File: config.mk
export PLATFORM = sky130hd
export DESIGN_NAME = apb_opb_bridge
export DESIGN_NICKNAME = d
export VERILOG_FILES = /design/src/rtl/opb_bridge_pkg.sv /design/src/rtl/opb_wait_counter.sv /design/src/rtl/apb_opb_bridge.sv
export SDC_FILE = /design/constraint.sdc
export NUM_CORES = 1
export LEC_CHECK = 0
export CORE_MARGIN = 4
export CORE_UTILIZATION = 40
export DETAILED_ROUTE_END_ITERATION = 6
export PLACE_DENSITY = 0.77
export SLEW_MARGIN = 30
export SYNTH_ARGS = -nofsm -noshare
export SYNTH_HDL_FRONTEND = slang
export SYNTH_SLANG_ARGS = --single-unit
File: constraint.sdc
create_clock -name SYSCLK -period 2.3 [get_ports SYSCLK]
set_input_delay 0.23 -clock SYSCLK [delete_from_list [all_inputs] [get_ports SYSCLK]]
set_output_delay 0.23 -clock SYSCLK [all_outputs]
set_load 0.02 [all_outputs]
File: src/rtl/opb_bridge_pkg.sv
// Shared types and constants for the APB-to-OPB bridge.
package opb_bridge_pkg;

  typedef enum logic [1:0] {
    IDLE   = 2'd0,
    STROBE = 2'd1,
    WAIT   = 2'd2,
    DONE   = 2'd3
  } state_t;

  localparam int          OPB_ADDR_W     = 24;
  localparam logic [31:0] UNMAPPED_RDATA = 32'hDEAD_BEEF;
  localparam int          WAIT_CNT_W     = 4;

  // The counter signals zero on the last wait cycle, so it is loaded with cycles-1.
  function automatic logic [WAIT_CNT_W-1:0] wait_load(input int cycles);
    if (cycles > 32'sd0) begin
      return WAIT_CNT_W'(cycles - 32'sd1);
    end else begin
      return {WAIT_CNT_W{1'b0}};
    end
  endfunction

endpackage

File: src/rtl/opb_wait_counter.sv
// Loadable 4-bit down counter with a registered zero flag, used to time
// the gap between an OPB strobe and the APB completion.
module opb_wait_counter
  import opb_bridge_pkg::*;
(
  input  logic                  clk,
  input  logic                  rst_n,
  input  logic                  load,
  input  logic [WAIT_CNT_W-1:0] load_val,
  input  logic                  dec,
  output logic                  zero
);

  localparam logic [WAIT_CNT_W-1:0] CNT_ZERO = {WAIT_CNT_W{1'b0}};
  localparam logic [WAIT_CNT_W-1:0] CNT_ONE  = {{(WAIT_CNT_W-1){1'b0}}, 1'b1};

  logic [WAIT_CNT_W-1:0] cnt_r;
  logic [WAIT_CNT_W-1:0] cnt_nxt_s;
  logic                  zero_r;

  // Next count: load wins over decrement; decrement stops at zero.
  always_comb begin
    cnt_nxt_s = cnt_r;
    if (load) begin
      cnt_nxt_s = load_val;
    end else if (dec && !zero_r) begin
      cnt_nxt_s = cnt_r - CNT_ONE;
    end else begin
      cnt_nxt_s = cnt_r;
    end
  end

  // Count register and its zero flag, both registered.
  always_ff @(posedge clk or negedge rst_n) begin
    if (!rst_n) begin
      cnt_r  <= CNT_ZERO;
      zero_r <= 1'b1;
    end else begin
      cnt_r  <= cnt_nxt_s;
      zero_r <= (cnt_nxt_s == CNT_ZERO);
    end
  end

  assign zero = zero_r;

endmodule

File: src/rtl/apb_opb_bridge.sv
// APB3 slave that turns each transfer into one single-cycle OPB read or
// write strobe, then completes the APB access after a fixed wait count.
// Optional feature macro: OPB_BRIDGE_UNMAPPED_ERR_EN (OPB_HIT=0 gives
// PSLVERR and, for reads, the UNMAPPED_RDATA pattern).
module apb_opb_bridge
  import opb_bridge_pkg::*;
#(
  parameter int ADDR_W  = OPB_ADDR_W,
  parameter int DATA_W  = 32,
  parameter int RD_WAIT = 2,
  parameter int WR_WAIT = 0
) (
  input  logic              SYSCLK,
  input  logic              SYSRST_N,
  input  logic              PSEL,
  input  logic              PENABLE,
  input  logic              PWRITE,
  input  logic [31:0]       PADDR,
  input  logic [DATA_W-1:0] PWDATA,
  output logic [DATA_W-1:0] PRDATA,
  output logic              PREADY,
  output logic              PSLVERR,
  output logic [ADDR_W-1:0] OPB_ADDR,
  output logic [DATA_W-1:0] OPB_DI,
  output logic              OPB_RE,
  output logic              OPB_WE,
  input  logic [DATA_W-1:0] OPB_DO,
  input  logic              OPB_HIT
);

  localparam logic [WAIT_CNT_W-1:0] RD_LOAD     = wait_load(RD_WAIT);
  localparam logic [WAIT_CNT_W-1:0] WR_LOAD     = wait_load(WR_WAIT);
  localparam logic                  RD_NO_WAIT  = (RD_WAIT <= 32'sd0);
  localparam logic                  WR_NO_WAIT  = (WR_WAIT <= 32'sd0);

  state_t              state_r;
  logic                dir_r;
  logic [ADDR_W-1:0]   opb_addr_r;
  logic [DATA_W-1:0]   opb_di_r;
  logic                opb_re_r;
  logic                opb_we_r;
  logic [DATA_W-1:0]   prdata_r;
  logic                pready_r;
  logic                cnt_load_s;
  logic [WAIT_CNT_W-1:0] cnt_val_s;
  logic                cnt_dec_s;
  logic                cnt_zero_s;
  logic                no_wait_s;
  logic                complete_s;
  logic [DATA_W-1:0]   rd_data_s;
  logic                unused_s;

  // PENABLE is not needed: the setup cycle alone starts the transfer.
  // Upper PADDR bits alias onto the OPB window.
  assign unused_s  = ^{PENABLE, PADDR[31:ADDR_W], OPB_HIT};
  assign no_wait_s = dir_r ? WR_NO_WAIT : RD_NO_WAIT;

`ifdef OPB_BRIDGE_UNMAPPED_ERR_EN
  localparam logic [DATA_W-1:0] UNMAPPED_DATA = DATA_W'(UNMAPPED_RDATA);

  logic hit_r;
  logic hit_now_s;
  logic pslverr_r;

  // Decoder hit is valid while the strobe is out; a zero-wait completion uses it live.
  assign hit_now_s = (state_r == STROBE) ? OPB_HIT : hit_r;
  assign rd_data_s = hit_now_s ? OPB_DO : UNMAPPED_DATA;

  // Remember whether the decoder claimed the strobed address.
  always_ff @(posedge SYSCLK or negedge SYSRST_N) begin
    if (!SYSRST_N) begin
      hit_r <= 1'b0;
    end else if (state_r == STROBE) begin
      hit_r <= OPB_HIT;
    end else begin
      hit_r <= hit_r;
    end
  end

  // Error response accompanies PREADY for unclaimed addresses.
  always_ff @(posedge SYSCLK or negedge SYSRST_N) begin
    if (!SYSRST_N) begin
      pslverr_r <= 1'b0;
    end else begin
      pslverr_r <= complete_s & ~hit_now_s;
    end
  end

  assign PSLVERR = pslverr_r;
`else
  assign rd_data_s = OPB_DO;
  assign PSLVERR   = 1'b0;
`endif

  // Counter control: load on the strobe cycle, count down while waiting.
  always_comb begin
    cnt_load_s = 1'b0;
    cnt_val_s  = RD_LOAD;
    cnt_dec_s  = 1'b0;
    case (state_r)
      STROBE: begin
        cnt_load_s = 1'b1;
        if (dir_r) begin
          cnt_val_s = WR_LOAD;
        end else begin
          cnt_val_s = RD_LOAD;
        end
      end
      WAIT: begin
        cnt_dec_s = 1'b1;
      end
      default: begin
        cnt_load_s = 1'b0;
        cnt_dec_s  = 1'b0;
      end
    endcase
  end

  // Transfer completes when the wait has elapsed and the master still selects us.
  always_comb begin
    complete_s = 1'b0;
    case (state_r)
      STROBE:  complete_s = PSEL & no_wait_s;
      WAIT:    complete_s = PSEL & cnt_zero_s;
      default: complete_s = 1'b0;
    endcase
  end

  opb_wait_counter u_wait_counter (
    .clk      (SYSCLK),
    .rst_n    (SYSRST_N),
    .load     (cnt_load_s),
    .load_val (cnt_val_s),
    .dec      (cnt_dec_s),
    .zero     (cnt_zero_s)
  );

  // Main sequencer: capture on setup, one strobe cycle, wait, then done.
  always_ff @(posedge SYSCLK or negedge SYSRST_N) begin
    if (!SYSRST_N) begin
      state_r    <= IDLE;
      dir_r      <= 1'b0;
      opb_addr_r <= {ADDR_W{1'b0}};
      opb_di_r   <= {DATA_W{1'b0}};
      opb_re_r   <= 1'b0;
      opb_we_r   <= 1'b0;
    end else begin
      case (state_r)
        IDLE: begin
          if (PSEL) begin
            opb_addr_r <= PADDR[ADDR_W-1:0];
            opb_di_r   <= PWDATA;
            dir_r      <= PWRITE;
            opb_we_r   <= PWRITE;
            opb_re_r   <= ~PWRITE;
            state_r    <= STROBE;
          end else begin
            opb_we_r <= 1'b0;
            opb_re_r <= 1'b0;
            state_r  <= IDLE;
          end
        end
        STROBE: begin
          opb_we_r <= 1'b0;
          opb_re_r <= 1'b0;
          if (!PSEL) begin
            state_r <= IDLE;
          end else if (complete_s) begin
            state_r <= DONE;
          end else begin
            state_r <= WAIT;
          end
        end
        WAIT: begin
          if (!PSEL) begin
            state_r <= IDLE;
          end else if (complete_s) begin
            state_r <= DONE;
          end else begin
            state_r <= WAIT;
          end
        end
        DONE: begin
          opb_we_r <= 1'b0;
          opb_re_r <= 1'b0;
          state_r  <= IDLE;
        end
        default: begin
          opb_we_r <= 1'b0;
          opb_re_r <= 1'b0;
          state_r  <= IDLE;
        end
      endcase
    end
  end

  // Completion outputs: one-cycle PREADY, read data captured only for reads.
  always_ff @(posedge SYSCLK or negedge SYSRST_N) begin
    if (!SYSRST_N) begin
      pready_r <= 1'b0;
      prdata_r <= {DATA_W{1'b0}};
    end else begin
      pready_r <= complete_s;
      if (complete_s && !dir_r) begin
        prdata_r <= rd_data_s;
      end else begin
        prdata_r <= prdata_r;
      end
    end
  end

  assign PRDATA   = prdata_r;
  assign PREADY   = pready_r;
  assign OPB_ADDR = opb_addr_r;
  assign OPB_DI   = opb_di_r;
  assign OPB_RE   = opb_re_r;
  assign OPB_WE   = opb_we_r;

endmodule

; After elaboration in Yosys (flattened, before gate mapping)
; Index checks and enable logic that the tools add are counted.
[totals]
n_memories = 0
latch_bits = 0
rom_bits = 0
ramBits = 0
input_bits = 102
register_bits = 99
[op_classes]
n_lt_le_gt_ge = 0
multipliers = 0
div_mod_pow = 0
shifts = 0
n_eq_ne = 3
add_sub_neg = 1
n_reduce_logical = 10
muxes = 16
n_bitwise = 3
[op_table]
columns = op, n
row1 = $mux 1, 9
row2 = $mux 4, 2
row3 = $pmux 1 s2, 3
row4 = $pmux 2 s3, 1
row5 = $eq 2x2->1 const B, 2
row6 = $logic_not 4->1, 1
row7 = $reduce_or 2->1, 2
row8 = $sub 4x1->4 const B, 1
row9 = $and 1x1->1, 2
row10 = $eq 2x1->1 const B, 1
row11 = $logic_and 1x1->1, 2
row12 = $logic_not 1->1, 2
row13 = $logic_not 2->1, 1
row14 = $mux 2, 1
row15 = $reduce_and 2->1, 1
row16 = $reduce_bool 2->1, 1
row17 = $not 1->1, 1

; Longest topological paths before layout
; Gate-level depths: netlist of run 1.
[logic_depth]
depth_word = 6
ltp_mapped = 6
mapped_depth_nobuf = 6

; By module
; Synthesis of run 1 repeated with hierarchy kept, for this count alone.
[unflattened]
hier_cells = 251
hier_area_um2 = 3953.8
[modules_own_cells]
columns = module, n_inst, seq_area_each_um2, area_each_um2, cells_each
row1 = apb_opb_bridge, 1, 2352.3, 3638.5, 218
row2 = opb_wait_counter, 1, 126.4, 315.3, 33

; Worst setup path before layout of run 1
; Ideal clock, no wire load.
[synth_path]
kind = flip-flop to flip-flop
from = register state_r[1]
to = register prdata_r[11], in the netlist PRDATA[11]
slack_ns = 0.598
t_arrival_ns = 1.577
period_less_slack_ns = 1.702
stages_incl_launch_ff = 7
cell_sequence = dfrtp_1 -> inv_1 -> ha_1 -> nand2_2 -> nor3_4 -> buf_6 -> mux2_2
[synth_between]
elab_chain_len = 3
elab_cells_between_ends = 4
[synth_rtl]
columns = item, line
row1 = "start, declared", apb_opb_bridge.sv:36  ; state_t state_r;
row2 = "start signal, assigned", apb_opb_bridge.sv:141  ; state_r <= IDLE;
row3 = "start signal, assigned", apb_opb_bridge.sv:156  ; state_r <= STROBE;
row4 = "start signal, assigned", apb_opb_bridge.sv:160  ; state_r <= IDLE;
row5 = $eq 2x2->1 or $eq 2x1->1 (tied branches), apb_opb_bridge.sv:122  ; case (state_r)
row6 = $pmux 1 s2 *, apb_opb_bridge.sv:122
row7 = $logic_and 1x1->1 *, apb_opb_bridge.sv:204  ; if (complete_s && !dir_r) begin
row8 = "end signal, assigned", apb_opb_bridge.sv:201  ; prdata_r <= {DATA_W{1'b0}};
row9 = "end signal, assigned", apb_opb_bridge.sv:205  ; prdata_r <= rd_data_s;
row10 = "end signal, assigned", apb_opb_bridge.sv:207  ; prdata_r <= prdata_r;
row11 = "end, declared", apb_opb_bridge.sv:42  ; logic [DATA_W-1:0] prdata_r;
; Every way passes the cells marked *; elsewhere a longest branch is shown, timed or not.
; A chain may end at the register's enable or synchronous reset.

; Worst setup path in the final report of run 1
[layout_path]
from = register state_r[1]
to = register prdata_r[7], in the netlist PRDATA[7]
; Same word-level chain as after synthesis.

==> run summary, run 1 <==
Flow run
- 0 — max-cap viol count

Setup path
- register to register — start-to-end type of the worst setup path
- sky130_fd_sc_hd__dfrtp_1 — cell with the biggest individual delay on the critical path
- 2060 ps — data arrival time at the worst-slack endpoint
- 32 — crit path max fanout
- 410 ps — delay of the slowest cell on the worst path
- register — kind of end point of the critical path
- 2530 ps — required time of the worst setup path
- register — Startpoint Class
- inv_1 -> ha_1 -> nand2_2 -> nor3_4 -> buf_12 -> mux2_2 — Critical Path, Cell by Cell
- flip-flops — category of cells accounting for the largest share of critical-path delay
- 2 — Crit path buffers/inverters

Placement
- 6.746 mm — HPWL after detailed placement
- 182 — count of port buffers added during placement
- 0.7567 — weighted congestion at the end of routability-driven global placement

Pwr
- 1334 mW/mm^2 — power density over the cells
- 2.608 nW — leakage power
- 0.364 — Sequential Power Share
- 0.493 — share of total power in combinational logic
- 2.831 mW — power dissipated by switching net loads
- 0.0006423 V — worst IR drop on VDD
- 5.251 mW — internal power component
- 0.144 — share of total power in the clock network
- 8.082 mW — Design Power
- 0.3503 — fraction of power spent switching nets

Timing
- 0.5468 GHz — timing-limited maximum frequency
- 9.634 ps — final clock skew
- 0 — number of hold violations in the final report
- 1829 ps — min cycle time layout
- 0 — Max Transition Viols Final
- 0 ps — final total negative setup slack
- no — unrepaired setup endpoints after global routing
- 0 — Finish-stage setup viols
- 0.7952 — fin crit share

Route
- 4.625 — Via-to-Cell Ratio
- 8.918 mm — final routed wirelength across all metal layers
- 66 — iteration-0 DRC count of the detailed router
- 0 — # DRC
- 0 — Antenna Nets Post-Route
- 2604 — total number of vias
- 15.84 um — mean routed wirelength per cell
- 4 — first-pass detailed-route iteration total

Clock network
- sky130_fd_sc_hd__clkbuf_8 — Root Buffer
- 9 — TritonCTS Buffers
- 350 ps — Clk Latency, worst-skew pair
- 100 ps — CTS clk-pin slew, worst paths
- built — TritonCTS clock tree
- 3 — depth of the CTS H-tree
- 2 — Bufs on Longest Clock Path
- 99 — total clock sinks
- 0 — number of gates resized after cts

Synth
- 0 — yosys synthesis warning count
- 0.6409 — sequential share of the synthesized area
- 16.11 sq um — synthesized area divided by synthesized cell count
- 0.6341 — Synth top area share
- 0.003867 sq mm — synthesized area
- 349 — Mapped Nets
- 99 — register bit count reported by yosys
- 28 — number of unique standard cell types used by synthesis
- 240 — cells after synthesis
- sky130_fd_sc_hd__dfrtp_1 — cell type contributing the most total cell area after synthesis
- sky130_fd_sc_hd__dfrtp_1 63%, sky130_fd_sc_hd__mux2_2 25%, sky130_fd_sc_hd__ha_1 2.3% — biggest area contributors in the synthesized netlist

Layout
- 0.2581 — fraction of layout instances using a drive strength above 1
- 538 — layout net count
- 56.62% — signed area change from the synthesized netlist to the final layout
- 0 — total inserted antenna cells
- 724 — Filler Cell Count

Global route
- 14.01 mm — first-pass GRT wire length
- 0 — final global-route overflow total
- 0 — initial antenna violation count
- 46 — largest net degree at the start of global routing
- 2808 — via count of the first global-routing pass
- 0.1576 — total track usage

Die
- 0.009328 sq mm — area of the core region
- 194 — number of top-level pins
- 35 — row count
- 0.01131 sq mm — Die ar.
- 106.3 um — Chip Height
- 106.3 um — horizontal extent of the die
- 0.4146 — starting utilization of the core area

Run status
- complete, no violations — run status

Worst hold path
- primary input to async pin — class of the most critical hold timing path

[power by group through the flow]
stage               registers, mW  logic (mW)  clock network [mW]
global placement             2.93        3.96                   0
CTS                          2.95        4.05                1.21
detailed placement           2.98        4.03                   0
floorplan                    3.85        1.19                   0
finish                       2.94        3.98                1.16
global route                 3.04        4.23                1.28
[cell usage in the layout (no fill, tap or decap), types with 2 or more instances in the layout]
cell type	instances
sky130_fd_sc_hd__a21oi_1	2
sky130_fd_sc_hd__buf_12	3
sky130_fd_sc_hd__buf_4	3
sky130_fd_sc_hd__clkbuf_8	11
sky130_fd_sc_hd__clkdlybuf4s50_1	181
sky130_fd_sc_hd__dfrtp_1	98
sky130_fd_sc_hd__ha_1	7
sky130_fd_sc_hd__inv_1	6
sky130_fd_sc_hd__mux2_1	4
sky130_fd_sc_hd__mux2_2	86
sky130_fd_sc_hd__nand2_1	2
sky130_fd_sc_hd__nand2_2	2
sky130_fd_sc_hd__nand3b_1	2
sky130_fd_sc_hd__nor2_1	4
sky130_fd_sc_hd__nor2b_1	2
sky130_fd_sc_hd__o21ai_0	2
[area by class of cell]
| type | instances | area [sq um] | area share |
|---|---|---|---|
| Sequential cell | 99 | 2479 | 0.4092 |
| Multi-Input combinational cell | 125 | 1279 | 0.2111 |
| Inverter | 6 | 22.52 | 0.003718 |
| Clock inverter | 5 | 60.06 | 0.009915 |
| Clock buffer | 11 | 151.4 | 0.02499 |
| Tap cell | 129 | 161.4 | 0.02665 |
| Timing Repair Buffer | 188 | 1904 | 0.3144 |
[synthesized netlist by cell type, drive strengths merged]
cell type / n
dfrtp: 98
nor4: 1
dfstp: 1
nand3b: 2
nand2b: 1
and2: 1
a21oi: 2
nor2b: 2
nand3: 1
ha: 7
o21ai: 2
o41ai: 1
a32o: 1
nand2: 4
mux2: 90
xor2: 1
mux2i: 1
xnor2: 1
nor2: 4
nor3: 2
inv: 6
buf: 10
conb: 1
[what timing repair did]
action,CTS,global route
hold buffers,1,0
hold endpoints to repair,29,0
buffers inserted,0,0
[worst paths after layout]
path,depth (start not counted),slack (ps),startpoint,end
worst max-delay path,6,470,state_r[1],PRDATA[7]
worst min-delay path,2,340,SYSRST_N,PRDATA[26]
worst max register to register,6,470,state_r[1],PRDATA[7]
worst min register to register,1,490,PRDATA[30],PRDATA[30]
max in group asynchronous,3,1220,SYSRST_N,u_wait_counter.zero
min in group SYSCLK,2,480,OPB_DO[20],PRDATA[20]
[worst register-to-register path, cell delays in order, from the launching register on]
cell,delay (ps)
sky130_fd_sc_hd__dfrtp_1,410
sky130_fd_sc_hd__inv_1,100
sky130_fd_sc_hd__ha_1,310
sky130_fd_sc_hd__nand2_2,70
sky130_fd_sc_hd__nor3_4,210
sky130_fd_sc_hd__buf_12,230
sky130_fd_sc_hd__mux2_2,380
[metal layers]
layer  up-vias  wire length, um  share of wire  track usage
li1       1204                -              -            -
met1      1269             3459           0.39       0.1761
met2       121             4395           0.49       0.2724
met3        10              947           0.11      0.06497
met4         0              116          0.013      0.05180
met5         -                0              0            0
[state kept, by name, indices dropped and copies added (netlist names)]
signal                count
OPB_DI                   32
PRDATA                   32
OPB_ADDR                 24
u_wait_counter.cnt_r      4
state_r                   2
OPB_RE                    1
OPB_WE                    1
PREADY                    1
dir_r                     1
u_wait_counter.zero       1
[stage by stage]
step	setup WS [ps]	hold slack, ps	std cells	instance area, sq um	utilization
2_1_floorplan	598.3	-65.59	240	3867	-
3_3_place_gp	467.8	188.2	546	5836	0.6256
3_5_place_dp	429.3	192.3	546	5836	0.6256
4_1_cts	449.6	344.9	563	6057	0.6494
5_1_grt	361.4	380.8	563	6057	0.6494
6_report	471.0	344.4	563	6057	0.6494
[kinds of logic (layout without fill, tap and decap cells)]
kind of cell | Yosys count | in the layout | share of synthesized area
AOI/OAI and AO/OA | 6 | 6 | 0.01003
xor gates and xnor gates | 2 | 2 | 0.004530
adders and majority gates | 7 | 7 | 0.02265
buffers and inverters | 16 | 210 | 0.02911
DFF | 99 | 99 | 0.6409
muxes | 91 | 91 | 0.2646
other | 1 | 1 | 0.0009696
and+or+nand+nor | 18 | 18 | 0.02718
No activity file was read; power rests on OpenSTA's default activity.
==> run 2, diff against run 1 <==
==> constraint.sdc (replaced) <==
create_clock -name SYSCLK -period 1.88 [get_ports SYSCLK]
set_input_delay 0.188 -clock SYSCLK [delete_from_list [all_inputs] [get_ports SYSCLK]]
set_output_delay 0.188 -clock SYSCLK [all_outputs]
set_load 0.02 [all_outputs]
==> run 2 against run 1 <==
  * Die area unchanged
  * Largest cell class unchanged
  * Critical path type unchanged
  * Flip-flop and latch count unchanged
  * Critical path depth increased by 1
  * Critical endpoint unchanged
==> run summary, run 2 (synthesis gave the netlist of run 1 again) <==
Global route
- 0 — final global-route overflow total, unchanged
- 0.1850 — GR met1 Demand/Resource, was 0.1761
- 14.09 mm — first-pass GRT wire length, was 14.01 mm
- 2824 — via count of the first global-routing pass, was 2808
- 0.1582 — total track usage, was 0.1576
- 0.2593 — met2 GRT Util, was 0.2724
- met2 — busiest metal layer after global routing, unchanged
- 50 — largest net degree at the start of global routing, was 46
- 0.06315 — met3 Track Usage GR, was 0.06497
- 0 — initial antenna violation count, unchanged

Die
- 106.3 um — horizontal extent of the die, unchanged
- 35 — row count, unchanged
- 0.009328 sq mm — area of the core region, unchanged
- 0.01131 sq mm — Die ar., unchanged
- 106.3 um — Chip Height, unchanged
- 194 — number of top-level pins, unchanged
- 0.4146 — starting utilization of the core area, unchanged

Route
- 9.247 mm — final routed wirelength across all metal layers, was 8.918 mm
- 0 — Antenna Nets Post-Route, unchanged
- 16.22 um — mean routed wirelength per cell, was 15.84 um
- 4.623 — Via-to-Cell Ratio, was 4.625
- 4 — first-pass detailed-route iteration total, unchanged
- 2635 — total number of vias, was 2604
- 74 — iteration-0 DRC count of the detailed router, was 66
- 0 — # DRC, unchanged

Clock network
- sky130_fd_sc_hd__clkbuf_8 — Root Buffer, unchanged
- 350 ps — Clk Latency, worst-skew pair, about the same
- built — TritonCTS clock tree, unchanged
- 9 — TritonCTS Buffers, unchanged
- 3 — depth of the CTS H-tree, unchanged
- 2 — Bufs on Longest Clock Path, unchanged
- 90 ps — CTS clk-pin slew, worst paths, was 100 ps
- 99 — total clock sinks, unchanged

Layout
- 181 x sky130_fd_sc_hd__clkdlybuf4s50_1, 98 x sky130_fd_sc_hd__dfrtp_1, 86 x sky130_fd_sc_hd__mux2_2 — most frequent cells in the layout, unchanged
- 0.002479 sq mm — Reg area, unchanged
- 58.95% — signed area change from the synthesized netlist to the final layout, was 56.62%
- 546 — layout net count, was 538
- 0.2744 — fraction of layout instances using a drive strength above 1, was 0.2581
- 0.001296 sq mm — area used by multi-input combinational logic, was 0.001279 sq mm
- sky130_fd_sc_hd__clkdlybuf4s50_1 — most common cell after layout, fill and taps aside, unchanged
- 0 — total inserted antenna cells, unchanged
- 0.006147 sq mm — final non-filler cell area, was 0.006057 sq mm
- 696 — Filler Cell Count, was 724
- 570 — non-filler instance count after layout, was 563

Setup path
- 8 — crit path max fanout, was 32
- register — Startpoint Class, unchanged
- sky130_fd_sc_hd__dfrtp_1 — cell with the biggest individual delay on the critical path, unchanged
- buffers and inverters — category of cells accounting for the largest share of critical-path delay, was flip-flops
- 400 ps — delay of the slowest cell on the worst path, was 410 ps
- 3 — Crit path buffers/inverters, was 2
- register to register — start-to-end type of the worst setup path, unchanged
- register — kind of end point of the critical path, unchanged
- 2110 ps — required time of the worst setup path, was 2530 ps
- inv_2 -> ha_2 -> nand2_2 -> nor3_4 -> buf_12 -> clkbuf_16 -> mux2_2 — Critical Path, Cell by Cell, was inv_1 -> ha_1 -> nand2_2 -> nor3_4 -> buf_12 -> mux2_2
- 2060 ps — data arrival time at the worst-slack endpoint, about the same

Timing
- 0 — number of hold violations in the final report, unchanged
- 12.87 ps — final clock skew, was 9.634 ps
- 0.9701 — fin crit share, was 0.7952
- 0 ps — final total negative setup slack, unchanged
- 56.19 ps — worst setup margin, was 471.0 ps
- 1824 ps — min cycle time layout, was 1829 ps
- 0.5483 GHz — timing-limited maximum frequency, was 0.5468 GHz
- 0 — Max Transition Viols Final, unchanged
- 0 — Finish-stage setup viols, unchanged

Placement
- 80.87 ps — Post-Place Worst Slack, was 429.3 ps
- 6.717 mm — HPWL after detailed placement, was 6.746 mm
- 0.005863 sq mm — cell area after placement, was 0.005836 sq mm
- 0.7953 — weighted congestion at the end of routability-driven global placement, was 0.7567
- 548 — placed cells, was 546
- 182 — count of port buffers added during placement, unchanged

Pwr
- 2.638 nW — leakage power, was 2.608 nW
- 1586 mW/mm^2 — power density over the cells, was 1334 mW/mm^2
- 0.0008118 V — worst IR drop on VDD, was 0.0006423 V

Worst hold path
- primary input to async pin — class of the most critical hold timing path, unchanged

Flow run
- 0 — max-cap viol count, unchanged

Run status
- complete, no violations — run status, unchanged

## run 2: cell count changes in the layout (fill, tap and decap cells not counted), sizes merged
cell,delta
buf,+6
inv,-1
clkinvlp,+1
clkbuf,+2
bufinv,-1
## run 2: area by class of cell
class                           count  area share
Tap cell                          129     0.02626
Multi-Input combinational cell    125      0.2109
Sequential cell                    99      0.4032
Clock buffer                       11     0.02137
Timing Repair Buffer              196      0.3299
Inverter                            6    0.003664
Clock inverter                      4    0.004681
## run 2: path summary, 6_finish.rpt
kind	start	end	slack (ps)	cells after the start
setup reg to reg	state_r[0]	PRDATA[7]	60	7
min in group SYSCLK	OPB_DO[30]	PRDATA[30]	430	2
max in group asynchronous	SYSRST_N	u_wait_counter.zero	1120	3
hold reg to reg	PRDATA[30]	PRDATA[30]	500	1
setup / recovery	state_r[0]	PRDATA[7]	60	7
hold / removal	SYSRST_N	PRDATA[1]	210	2
## run 2: what timing repair did
action	4_1_cts	5_1_grt
endpoints found under the setup margin	0	25
hold buffers	1	0
hold endpoints to repair	98	0
setup buffers	0	3
resized for setup	0	4
## run 2: power breakdown
part	switching, mW	internal [mW]	total [mW]
Combinational	2.27	2.70	4.97
Sequential	0.503	3.10	3.60
Clock	0.699	0.476	1.17
## run 2: stage by stage
| step | utilization | power, mW | hold slack [ps] |
|---|---|---|---|
| 2_1_floorplan | - | 6.163 | -107.6 |
| 3_3_place_gp | 0.6286 | 8.451 | 33.18 |
| 3_5_place_dp | 0.6286 | 8.593 | 33.96 |
| 4_1_cts | 0.6468 | 9.815 | 177.3 |
| 5_1_grt | 0.6590 | 10.32 | 213.6 |
| 6_report | 0.6590 | 9.749 | 211.5 |
## run 2: routing by layer
layer  vias to the layer above  part of all wire
li1                       1221                 -
met1                      1278              0.40
met2                       124              0.48
met3                        12             0.099
met4                         0             0.017
met5                         -                 0
==> run 3, diff against run 2 <==
--- a/config.mk
+++ b/config.mk
@@ -8,6 +8,7 @@
 export CORE_MARGIN = 4
 export CORE_UTILIZATION = 40
 export DETAILED_ROUTE_END_ITERATION = 6
+export MAX_ROUTING_LAYER = met4
 export PLACE_DENSITY = 0.77
 export SLEW_MARGIN = 30
 export SYNTH_ARGS = -nofsm -noshare
==> run 3 against run 2 <==
  * Final area unchanged
  * Register-to-register slack worse by 20 ps
  * Sequential power about the same
  * Global-route usage increased by 0.46 points
  * Power up 0.14%
  * Highest routed layer unchanged
  * Non-clock buffer count stayed put
  * Critical path depth did not move
  * Sequential share of layout area stayed put
==> run summary, run 3 (synthesis gave the netlist of run 1 again) <==
Pwr
- 2.638 nW — leakage power, unchanged
- 0.121 — share of total power in the clock network, about the same
- 0.0008134 V — worst IR drop on VDD, was 0.0008118 V
- 0.3567 — fraction of power spent switching nets, was 0.3558
- 3.482 mW — power dissipated by switching net loads, was 3.469 mW
- 0.369 — Sequential Power Share, was 0.370
- 1588 mW/mm^2 — power density over the cells, was 1586 mW/mm^2
- 9.762 mW — Design Power, was 9.749 mW
- 6.280 mW — internal power component, about the same
- 0.510 — share of total power in combinational logic, about the same

Route
- 4 — first-pass detailed-route iteration total, unchanged
- 2663 — total number of vias, was 2635
- 4.672 — Via-to-Cell Ratio, was 4.623
- 0 — Antenna Nets Post-Route, unchanged
- 9.333 mm — final routed wirelength across all metal layers, was 9.247 mm
- 89 — iteration-0 DRC count of the detailed router, was 74
- 0 — # DRC, unchanged
- 16.37 um — mean routed wirelength per cell, was 16.22 um

Timing
- 13.71 ps — final clock skew, was 12.87 ps
- 0.9783 — fin crit share, was 0.9701
- 0 ps — final total negative setup slack, unchanged
- 0 — Finish-stage setup viols, unchanged
- 1839 ps — min cycle time layout, was 1824 ps
- 0 — number of hold violations in the final report, unchanged
- 210.6 ps — tightest hold margin, was 211.5 ps
- 0.5437 GHz — timing-limited maximum frequency, was 0.5483 GHz
- 0 — Max Transition Viols Final, unchanged
- 40.77 ps — worst setup margin, was 56.19 ps

Die
- 0.01131 sq mm — Die ar., unchanged
- 35 — row count, unchanged
- 106.3 um — Chip Height, unchanged
- 0.009328 sq mm — area of the core region, unchanged
- 0.4146 — starting utilization of the core area, unchanged
- 194 — number of top-level pins, unchanged
- 106.3 um — horizontal extent of the die, unchanged

Global route
- 50 — largest net degree at the start of global routing, unchanged
- 0 — initial antenna violation count, unchanged
- 0.1628 — total track usage, was 0.1582
- 14.06 mm — first-pass GRT wire length, was 14.09 mm
- 2833 — via count of the first global-routing pass, was 2824
- 0 — final global-route overflow total, unchanged

Setup path
- register — Startpoint Class, unchanged
- 2110 ps — required time of the worst setup path, about the same
- state_r[0] — CP startpoint, unchanged
- register — kind of end point of the critical path, unchanged
- register to register — start-to-end type of the worst setup path, unchanged
- 2070 ps — data arrival time at the worst-slack endpoint, was 2060 ps
- 8 — crit path max fanout, unchanged
- state_r[0] — reg2reg start, unchanged

Clock network
- 99 — total clock sinks, unchanged
- 350 ps — Clk Latency, worst-skew pair, about the same
- sky130_fd_sc_hd__clkbuf_8 — Root Buffer, unchanged
- 2 — Bufs on Longest Clock Path, unchanged
- 9 — TritonCTS Buffers, unchanged
- 90 ps — CTS clk-pin slew, worst paths, about the same
- 3 — depth of the CTS H-tree, unchanged
- built — TritonCTS clock tree, unchanged

Layout
- 0.2744 — fraction of layout instances using a drive strength above 1, unchanged
- sky130_fd_sc_hd__clkdlybuf4s50_1 — most common cell after layout, fill and taps aside, unchanged
- 699 — Filler Cell Count, was 696
- 0 — total inserted antenna cells, unchanged
- 0.006147 sq mm — final non-filler cell area, unchanged
- 58.95% — signed area change from the synthesized netlist to the final layout, unchanged
- 0.6590 — utilization after layout, unchanged
- 0.001296 sq mm — area used by multi-input combinational logic, unchanged
- 570 — non-filler instance count after layout, unchanged
- 0.002479 sq mm — Reg area, unchanged
- 181 x sky130_fd_sc_hd__clkdlybuf4s50_1, 98 x sky130_fd_sc_hd__dfrtp_1, 86 x sky130_fd_sc_hd__mux2_2 — most frequent cells in the layout, unchanged
- 546 — layout net count, unchanged

Run status
- complete, no violations — run status, unchanged

Placement
- 80.87 ps — Post-Place Worst Slack, unchanged
- 0.8066 — weighted congestion at the end of routability-driven global placement, was 0.7953
- 182 — count of port buffers added during placement, unchanged
- 6.717 mm — HPWL after detailed placement, unchanged
- 548 — placed cells, unchanged
- 0.005863 sq mm — cell area after placement, unchanged

Flow run
- 0 — max-cap viol count, unchanged

Worst hold path
- primary input to async pin — class of the most critical hold timing path, unchanged

[run 3: timing repair]
action	in CTS	in global routing
setup endpoints to repair	0	23
setup buffers	0	3
hold buffers	1	0
endpoints found under the hold margin	98	0
resized for setup	0	4
[run 3: worst max-delay path, stage by stage, from the launching register on]
cell and delay, ps:
sky130_fd_sc_hd__dfrtp_1 400, sky130_fd_sc_hd__inv_2 120, sky130_fd_sc_hd__ha_2 210, sky130_fd_sc_hd__nand2_2 80, sky130_fd_sc_hd__nor3_4 270, sky130_fd_sc_hd__buf_12 160, sky130_fd_sc_hd__clkbuf_16 150, sky130_fd_sc_hd__mux2_2 340
[run 3: path summary, 6_finish.rpt]
kind / end / slack [ps] / depth (start not counted)
setup / recovery: PRDATA[7] / 40 / 7
hold / removal: PRDATA[1] / 210 / 2
setup reg to reg: PRDATA[7] / 40 / 7
hold reg to reg: PRDATA[5] / 500 / 1
max in group asynchronous: u_wait_counter.zero / 1120 / 3
min in group SYSCLK: OPB_DI[14] / 440 / 2
[run 3: cell type report]
class,instances,area share
inverters,6,0.003664
flip-flops and latches,99,0.4032
repair buffers,196,0.3299
multi-input cells,125,0.2109
clock buffers,11,0.02137
clock inverters,4,0.004681
well taps,129,0.02626
[run 3: power by group through the flow]
stage	Sequential, mW	Clock, mW	Combinational, mW
2_1_floorplan	4.71	0	1.45
3_3_place_gp	3.59	0	4.86
3_5_place_dp	3.66	0	4.94
4_1_cts	3.62	1.24	4.96
5_1_grt	3.73	1.32	5.27
6_report	3.60	1.18	4.98
[run 3: per-layer routing]
| layer | part of all wire | global-route usage | vias up |
|---|---|---|---|
| li1 | - | - | 1221 |
| met1 | 0.42 | 0.1976 | 1301 |
| met2 | 0.49 | 0.2593 | 127 |
| met3 | 0.074 | 0.04432 | 14 |
| met4 | 0.016 | 0.06475 | 0 |
| met5 | 0 | - | - |
